===== src/rtl/maprom_reset_pkg.sv =====
// Shared types for the MapROM reset supervisor: FSM states and hold-level codes.
package maprom_reset_pkg;

  typedef enum logic [1:0] {
    RUN  = 2'd0,
    HOLD = 2'd1,
    EVAL = 2'd2
  } state_t;

  typedef logic [1:0] level_t;

  localparam level_t LVL_IGNORE = 2'd0;
  localparam level_t LVL_WARM   = 2'd1;
  localparam level_t LVL_CLEAR  = 2'd2;
  localparam level_t LVL_MODE   = 2'd3;

endpackage


===== src/rtl/sync_2ff.sv =====
// Two-flop synchroniser for asynchronous single-bit inputs; reset value chosen
// so the output reads as the input's idle level.
module sync_2ff #(
  parameter logic RESET_VAL = 1'b0
) (
  input  logic CLK_E,
  input  logic RESET,
  input  logic d,
  output logic q
);

  logic meta;

  always_ff @(posedge CLK_E or negedge RESET) begin
    if (!RESET) begin
      meta <= RESET_VAL;
      q    <= RESET_VAL;
    end else begin
      meta <= d;
      q    <= meta;
    end
  end

endmodule


===== src/rtl/maprom_reset_supervisor.sv =====
// Measures /RESET hold time in E-clock cycles and maps it to glitch-reject,
// warm-reset, MapROM-clear or boot-mode-advance actions.
module maprom_reset_supervisor
  import maprom_reset_pkg::*;
#(
  parameter int CNT_WIDTH  = 22,
  parameter int T_MIN      = 4,
  parameter int T_CLEAR    = 709379,
  parameter int T_MODE     = 2128137,
  parameter int NUM_MODES  = 4,
  parameter int MODE_WIDTH = $clog2(NUM_MODES)
) (
  input  logic                  CLK_E,
  input  logic                  RESET,
  input  logic                  SYS_RST_n,
  input  logic                  MAPROM_WRITTEN,
  output logic                  MAPROM_ENABLE,
  output logic                  CLEAR_MAPROM,
  output logic [MODE_WIDTH-1:0] MODE,
  output logic [1:0]            HOLD_LEVEL,
  output logic                  BUSY
);

  localparam longint CNT_LIMIT = (longint'(1) << CNT_WIDTH) - 1;

  if (!(T_MIN >= 1 && T_MIN < T_CLEAR && T_CLEAR < T_MODE &&
        longint'(T_MODE) <= CNT_LIMIT && NUM_MODES >= 2)) begin : g_param_check
    $error("maprom_reset_supervisor: illegal threshold or mode parameters");
  end

  localparam logic [CNT_WIDTH-1:0]  CNT_MAX   = '1;
  localparam logic [CNT_WIDTH-1:0]  T_MIN_C   = CNT_WIDTH'(T_MIN);
  localparam logic [CNT_WIDTH-1:0]  T_CLEAR_C = CNT_WIDTH'(T_CLEAR);
  localparam logic [CNT_WIDTH-1:0]  T_MODE_C  = CNT_WIDTH'(T_MODE);
  localparam logic [MODE_WIDTH-1:0] LAST_MODE = MODE_WIDTH'(NUM_MODES - 1);

  state_t                 state;
  logic [CNT_WIDTH-1:0]   cnt;
  logic                   rst_s;
  level_t                 level;

  sync_2ff #(.RESET_VAL(1'b1)) u_sync (
    .CLK_E (CLK_E),
    .RESET (RESET),
    .d     (SYS_RST_n),
    .q     (rst_s)
  );

  // NOTE: the if/else chain assigns level on every path, so no latch is inferred.
  always_comb begin
    if (cnt < T_MIN_C)        level = LVL_IGNORE;
    else if (cnt < T_CLEAR_C) level = LVL_WARM;
    else if (cnt < T_MODE_C)  level = LVL_CLEAR;
    else                      level = LVL_MODE;
  end

  assign HOLD_LEVEL = (state == HOLD) ? level : LVL_IGNORE;
  assign BUSY       = (state != RUN);

  // NOTE: non-blocking assignments so every register sees pre-edge values.
  always_ff @(posedge CLK_E or negedge RESET) begin
    if (!RESET) begin
      state         <= RUN;
      cnt           <= '0;
      MAPROM_ENABLE <= 1'b0;
      CLEAR_MAPROM  <= 1'b0;
      MODE          <= '0;
    end else begin
      case (state)
        RUN: begin
          if (!rst_s) begin
            state <= HOLD;
            cnt   <= CNT_WIDTH'(1);
          end
        end
        HOLD: begin
          if (!rst_s) begin
            if (cnt != CNT_MAX) cnt <= cnt + CNT_WIDTH'(1);
          end else begin
            state <= EVAL;
            // Action is committed on the release edge, decoded from the final count.
            case (level)
              LVL_WARM:  MAPROM_ENABLE <= MAPROM_WRITTEN;
              LVL_CLEAR: begin
                CLEAR_MAPROM  <= 1'b1;
                MAPROM_ENABLE <= 1'b0;
              end
              LVL_MODE: begin
                CLEAR_MAPROM  <= 1'b1;
                MAPROM_ENABLE <= 1'b0;
                MODE          <= (MODE == LAST_MODE) ? '0 : MODE + MODE_WIDTH'(1);
              end
              default: ;
            endcase
          end
        end
        EVAL: begin
          state        <= RUN;
          CLEAR_MAPROM <= 1'b0;
        end
        default: state <= RUN;
      endcase
    end
  end

endmodule


===== config.mk =====
export PLATFORM = sky130hd
export DESIGN_NAME = maprom_reset_supervisor
export DESIGN_NICKNAME = d
export VERILOG_FILES = /design/src/rtl/maprom_reset_pkg.sv /design/src/rtl/sync_2ff.sv /design/src/rtl/maprom_reset_supervisor.sv
export SDC_FILE = /design/constraint.sdc
export NUM_CORES = 1
export LEC_CHECK = 0
export BUFFER_PORTS_ARGS = -buffer_cell sky130_fd_sc_hd__buf_2
export CORE_MARGIN = 1
export CORE_UTILIZATION = 46
export CTS_CLUSTER_SIZE = 14
export DETAILED_ROUTE_END_ITERATION = 10
export GPL_TIMING_DRIVEN = 0
export SLEW_MARGIN = 15
export SYNTH_ARGS = -nofsm -noshare
export SYNTH_HDL_FRONTEND = slang
export SYNTH_SLANG_ARGS = --single-unit

===== constraint.sdc =====
create_clock -name CLK_E -period 2.2 [get_ports CLK_E]
set_input_delay 0.33 -clock CLK_E [delete_from_list [all_inputs] [get_ports CLK_E]]
set_output_delay 0.33 -clock CLK_E [all_outputs]
set_load 0.01 [all_outputs]

==> results_dict.tcl, run 1 <==
set metrics [dict create \
    postRouteAntennaNets 0 \
    fin_crit_ns 2.28 \
    crit_type "register to primary output" \
    nNetsFinal 222 \
    syn-mean-instance-area_um2 10.0 \
    min_path_type "input pin to async pin" \
    fin_skew_ns 0.00468 \
    post-dp-hpwl_mm 2.85 \
    tritoncts "yes" \
    rrSetupSlack_ns 0.11 \
    synth-async-reset-ratio 1.00 \
    ctsHoldBuffers 0 \
    synth_flop_cell "dfrtp_1" \
    worst_pin_slew_ns 0.699 \
    dieWidth_um 66.4 \
    powerDensity_nw_per_um2 586 \
    ys_top_cells_by_area "dfrtp_1 37%, xnor2_1 5.0%, a2111oi_2 4.7%" \
    drive_above_1_share 0.338 \
    end_kind "primary output" \
    layout_common_cells "23 x dfrtp_1, 20 x nor2_1, 14 x nand2_1" \
    vdd_drop_max_v 0.000344 \
    routed_wl_mm 4.04 \
    setup_violations 2 \
    drt_pre_antenna_iters 4 \
    final_common_cell "dfrtp_1" \
    core_area_um2 4000 \
    maxSlewViolCount 0 \
    cp-start-kind "register" \
    n_antenna_cell 0 \
    cts_root_buf "clkbuf_8" \
    power.leakage_nw 0.955 \
    cts-buffers-inserted 5 \
    relSlewSlack 0.531 \
    clk_latency_ns 0.29 \
    vias_per_cell 5.72 \
    routedWlPerCell_um 15.2 \
    portBuffers 10 \
    yosys_register_bits 30 \
    syn_area_um2 1910 \
    place.gp.congestion 0.855 \
    grt_max_degree 31 \
    fin_total_pwr_w 0.00131 \
    rows 23 \
    arrival_ns 1.95 \
    drt_iter0_markers 109 \
    yosysTopAreaCellShare 0.367 \
    min_period_over_period 1.04 \
    die_h_um 66.4 \
    reg2reg_depth 6 \
    grt_pass1_wl_mm 7.20 \
    num_io_pins 11 \
    yosys_warnings 0 \
    remaining_drc_errors 0 \
    grt.total_usage 0.220 \
    h-tree-depth 2 \
    vias 1522 \
    synth_seq_area_share 0.395 \
    globalRoute.totalOverflow 0 \
    cap_violations 0 \
    status "complete, but fails checks" \
    start_util 0.477 \
    clk_pin_slew_worst_paths_ns 0.07 \
    grt_pass1_vias 1507 \
    fill_cells 362 \
    r2r-start "cnt[18]" \
    cts_buffer_depth 2 \
    syn_to_final_growth_pct 17.5 \
    hold_viol_final 0 \
    ys_types 56 \
    holdWs_ns 0.0763 \
    synthCells 190 \
    violations "setup timing" \
    post-synth-top-area-cell "dfrtp_1" \
    r2r-end "MODE[1]" \
    layout_setup_ws_ns -0.0840 \
    rsz0062_at_grt "yes" \
    dieArea_um2 4410 \
    synth_edf_count 0 \
    required_ns 1.87 \
    synth_nets 197 \
    fmax_ghz 0.438 \
    grt_antenna_before_repair 0 \
    crit_fanout 6 \
    cts.sinks 30 \
]
critical path: stages (launching register included):
cell and delay (ns):
dfrtp_2 0.45, or3_4 0.44, nor4_4 0.27, o311a_4 0.27, o21a_1 0.12, buf_2 0.12
area by class of cell:
| type | count | area, um2 | area share |
|---|---|---|---|
| Clock buffer | 7 | 86.3 | 0.0385 |
| Tap cell | 50 | 62.6 | 0.0279 |
| Buffer | 11 | 65.1 | 0.0290 |
| Clock inverter | 1 | 5.00 | 0.00223 |
| Multi-Input combinational cell | 142 | 1120 | 0.500 |
| Sequential cell | 30 | 759 | 0.339 |
| Inverter | 7 | 26.3 | 0.0117 |
| Timing Repair Buffer | 18 | 116 | 0.0519 |
cells by family (layout without fill, tap and decap cells):
| kind of cell | Yosys count | in the layout | synth area share |
|---|---|---|---|
| and+or+nand+nor | 88 | 88 | 0.296 |
| AOI/OAI and AO/OA | 36 | 36 | 0.171 |
| xor gates and xnor gates | 11 | 11 | 0.0505 |
| buffers and inverters | 18 | 44 | 0.0466 |
| adders and majority gates | 3 | 3 | 0.0197 |
| muxes | 4 | 4 | 0.0223 |
| DFF | 30 | 30 | 0.395 |
where the power goes:
| group | total [W] | leakage [nW] | internal (W) | switching (W) |
|---|---|---|---|---|
| logic | 0.000239 | 0.512 | 0.000108 | 0.000132 |
| clock network | 0.000464 | 0.0482 | 0.000252 | 0.000212 |
| registers | 0.000611 | 0.395 | 0.000582 | 0.0000296 |
| total | 0.00131 | 0.955 | 0.000941 | 0.000373 |
per-layer routing:
| metal | share of wire | global-route usage | routed length [um] | vias to the layer above |
|---|---|---|---|---|
| met3 | 0.040 | 0.0517 | 162 | 7 |
| li1 | - | - | - | 744 |
| met5 | 0 | 0 | 0 | - |
| met2 | 0.46 | 0.338 | 1870 | 28 |
| met4 | 0.015 | 0.0824 | 60 | 0 |
| met1 | 0.48 | 0.298 | 1950 | 743 |
what timing repair did:
action,CTS,global route
pin swaps,5,2
gates resized for setup,8,6
setup endpoints to repair,4,7
buffers inserted,5,3
gates cloned,0,0
sequential cells by signal (all words and copies together), names as in the netlist:
signal,count
MODE,2
state,2
u_sync.q,1
u_sync.meta,1
MAPROM_ENABLE,1
cnt,22
CLEAR_MAPROM,1
cell usage after synthesis, types with 2 or more instances:
| master | n |
|---|---|
| dfstp_2 | 2 |
| xnor2_1 | 11 |
| ha_1 | 3 |
| mux2i_1 | 2 |
| nor4_1 | 3 |
| or4_1 | 2 |
| dfrtp_1 | 28 |
| o21ai_0 | 3 |
| and4_1 | 2 |
| nor2_1 | 20 |
| a21oi_1 | 6 |
| buf_2 | 4 |
| inv_1 | 7 |
| nor4_4 | 2 |
| nor3_1 | 3 |
| or2_2 | 3 |
| nand2_1 | 14 |
| nand4_1 | 6 |
| nand2b_1 | 3 |
| and3_1 | 2 |
| o21a_1 | 3 |
| or3_1 | 4 |
| a31o_2 | 2 |
| mux2_2 | 2 |
| a211oi_1 | 4 |
| nor4_2 | 2 |
| and2_1 | 2 |
| buf_4 | 2 |
| nand3_1 | 10 |
| a2111oi_2 | 6 |
| clkbuf_1 | 2 |
through the flow:
step | TNS, ns | worst slack, ns | util | std cells | cell area (um2)
detailed placement | -0.0507 | -0.0507 | 0.505 | 250 | 2020
global placement | -0.0404 | -0.0404 | 0.505 | 250 | 2020
floorplan | 0 | 0.231 | - | 190 | 1910
CTS | -0.320 | -0.165 | 0.547 | 263 | 2190
global route | -0.261 | -0.148 | 0.561 | 266 | 2240
finish | -0.134 | -0.0840 | 0.561 | 266 | 2240
worst max path at each step:
| stage | to | from | slack, ns | cells past startpoint |
|---|---|---|---|---|
| 2_1_floorplan | MODE[0] | cnt[6] | 0.23 | 5 |
| 3_3_place_gp | cnt[18] | cnt[0] | -0.04 | 6 |
| 3_5_place_dp | cnt[18] | cnt[0] | -0.05 | 6 |
| 4_1_cts | HOLD_LEVEL[1] | cnt[7] | -0.17 | 5 |
| 5_1_grt | HOLD_LEVEL[0] | cnt[7] | -0.15 | 5 |
| 6_report | HOLD_LEVEL[0] | cnt[10] | -0.08 | 5 |
Power figures use the tool's default switching activity.
==> run 2: changes to the inputs <==
--- a/config.mk
+++ b/config.mk
@@ -6,7 +6,7 @@
 export NUM_CORES = 1
 export LEC_CHECK = 0
 export BUFFER_PORTS_ARGS = -buffer_cell sky130_fd_sc_hd__buf_2
-export CORE_MARGIN = 1
+export CORE_MARGIN = 5
 export CORE_UTILIZATION = 46
 export CTS_CLUSTER_SIZE = 14
 export DETAILED_ROUTE_END_ITERATION = 10
==> constraint.sdc (replaced) <==
create_clock -name CLK_E -period 2.2 [get_ports CLK_E]
set_input_delay 0.11 -clock CLK_E [delete_from_list [all_inputs] [get_ports CLK_E]]
set_output_delay 0.11 -clock CLK_E [all_outputs]
set_load 0.01 [all_outputs]
==> run 2 against run 1 <==
The run now ends clean; sequential cell count unchanged; total power decreased by 3.9%; sequential share of layout area increased by 0.14 points; final cell count increased by 0.75%; register-to-register slack improved by 0.03 ns; die area increased by 26%; global-route usage decreased by 5.0 points; critical path depth unchanged; critical path type unchanged; largest cell class unchanged; largest power group unchanged.
==> results_dict.tcl, run 2 (synthesis gave the netlist of run 1 again) <==
set metrics [dict create \
    status "finished, final reports clean" \
    n_antenna_cell 0 \
    vdd_drop_max_v 0.000371 \
    grt_antenna_before_repair 0 \
    clk_latency_ns 0.28 \
    cts_root_buf "clkbuf_8" \
    required_ns 2.09 \
    rrSetupSlack_ns 0.14 \
    reg2reg_depth 5 \
    place.gp.congestion 0.884 \
    core_area_um2 4000 \
    fmax_ghz 0.471 \
    grt.total_usage 0.170 \
    cts.sinks 30 \
    largest-register "cnt" \
    rows 23 \
    vias_per_cell 5.86 \
    arrival_ns 2.01 \
    reg_top3 "cnt: 22 flops, MODE: 2 flops, state: 2 flops" \
    remaining_drc_errors 0 \
    r2r-end "MODE[1]" \
    die_h_um 74.4 \
    final_cells 268 \
    portBuffers 10 \
    postRouteAntennaNets 0 \
    tritoncts "yes" \
    holdPathStages 2 \
    nNetsFinal 224 \
    worst_pin_slew_ns 0.699 \
    design_area_um2 2220 \
    dieWidth_um 74.4 \
    end_kind "primary output" \
    cts_buffer_depth 2 \
    dpl.cell_count 250 \
    post-dp-hpwl_mm 2.88 \
    cts-buffers-inserted 5 \
    grt_pass1_wl_mm 7.09 \
    cap_violations 0 \
    drt_pre_antenna_iters 4 \
    crit_chain "or3_4 > nor4_4 > a41oi_4 > nor2b_4 > buf_2" \
    routedWlPerCell_um 15.5 \
    crit_type "register to primary output" \
    power.leakage_nw 0.954 \
    num_io_pins 11 \
    fin_skew_ns 0.0110 \
    layout_common_cells "26 x dfrtp_1, 20 x nor2_1, 14 x nand2_1" \
    hold_end "MAPROM_ENABLE" \
    dieArea_um2 5540 \
    hold_viol_final 0 \
    grt_max_degree 31 \
    routed_wl_mm 4.15 \
    hold_start "MAPROM_WRITTEN" \
    min_period_over_period 0.965 \
    syn_to_final_growth_pct 16.5 \
    largest_register_ffs 22 \
    r2r-start "cnt[10]" \
    globalRoute.totalOverflow 0 \
    grt_pass1_vias 1498 \
    fill_cells 369 \
    max_stage_delay_ns 0.46 \
    final_common_cell "dfrtp_1" \
    drive_above_1_share 0.312 \
    powerDensity_nw_per_um2 568 \
    clk_pin_slew_worst_paths_ns 0.07 \
    slowest_stage "dfrtp_1" \
    rsz0062_at_grt "no" \
    relSlewSlack 0.532 \
    min_path_type "input pin to register" \
    drt_iter0_markers 166 \
    fin_crit_ns 2.12 \
    place_area_um2 2020 \
    crit_fanout 7 \
    cp-start-kind "register" \
    vias 1571 \
    maxSlewViolCount 0 \
    start_util 0.477 \
    h-tree-depth 2 \
    setup_violations 0 \
]
run 2: cell types whose count changed in the layout (fill, tap and decap cells not counted), moves of 2 or more:
cell,change
clkbuf_1,+2
dfrtp_2,-3
dlygate4sd3_1,+2
dfrtp_1,+3
run 2: what timing repair did:
action | in CTS | in global routing
cloned | 0 | 0
hold buffers | 2 | 0
pin swaps | 1 | 2
endpoints found under the hold margin | 29 | 0
setup endpoints to repair | 2 | 8
resized for setup | 4 | 4
setup buffers | 2 | 6
run 2: metal layers:
metal / vias up / wire length (um) / global-route usage
met3: 5 / 153 / 0.0514
met4: 0 / 56 / 0.0652
met5: - / 0 / 0
met1: 786 / 2000 / 0.219
li1: 754 / - / -
met2: 26 / 1940 / 0.270
run 2: worst max-delay path: cells and delay by family, from the launching register on:
kind / cells / cell delay [ns]
and+or+nand+nor: 3 / 0.93
DFF: 1 / 0.46
buffers and inverters: 1 / 0.13
AOI/OAI and AO/OA: 1 / 0.19
run 2: where the power goes:
group	leakage, nW	switching, W	internal [W]
Sequential	0.400	0.0000285	0.000582
Clock	0.0395	0.000205	0.000224
Combinational	0.515	0.000126	0.0000974
Total	0.954	0.000359	0.000903
run 2: per-stage QoR:
step | utilization | hold slack, ns | setup TNS (ns) | total power, W | setup WS [ns]
floorplan | - | -0.186 | 0 | 0.000770 | 0.231
global placement | 0.505 | 0.182 | -0.0447 | 0.000831 | -0.0447
detailed placement | 0.505 | 0.198 | -0.0638 | 0.000836 | -0.0638
CTS | 0.540 | 0.0973 | 0 | 0.00127 | 0.00944
global route | 0.556 | 0.105 | 0 | 0.00133 | 0.0107
finish | 0.556 | 0.105 | 0 | 0.00126 | 0.0770
run 2: worst max path at each step:
stage                          to  startpoint  slack [ns]  depth (start not counted)
global placement          cnt[18]      cnt[0]       -0.04                          6
floorplan                 MODE[0]      cnt[6]        0.23                          5
global route        HOLD_LEVEL[1]     cnt[10]        0.01                          5
detailed placement        cnt[18]      cnt[0]       -0.06                          6
CTS                       cnt[16]    state[0]       0.009                          4
finish              HOLD_LEVEL[1]     cnt[10]        0.08                          5
run 2: cell type report:
class,instances,area [um2],area share
flip-flops and latches,30,756,0.340
plain buffers,11,65.1,0.0293
multi-input cells,142,1100,0.496
inverters,7,26.3,0.0118
repair buffers,20,130,0.0586
well taps,50,62.6,0.0282
clock buffers,8,80.1,0.0360
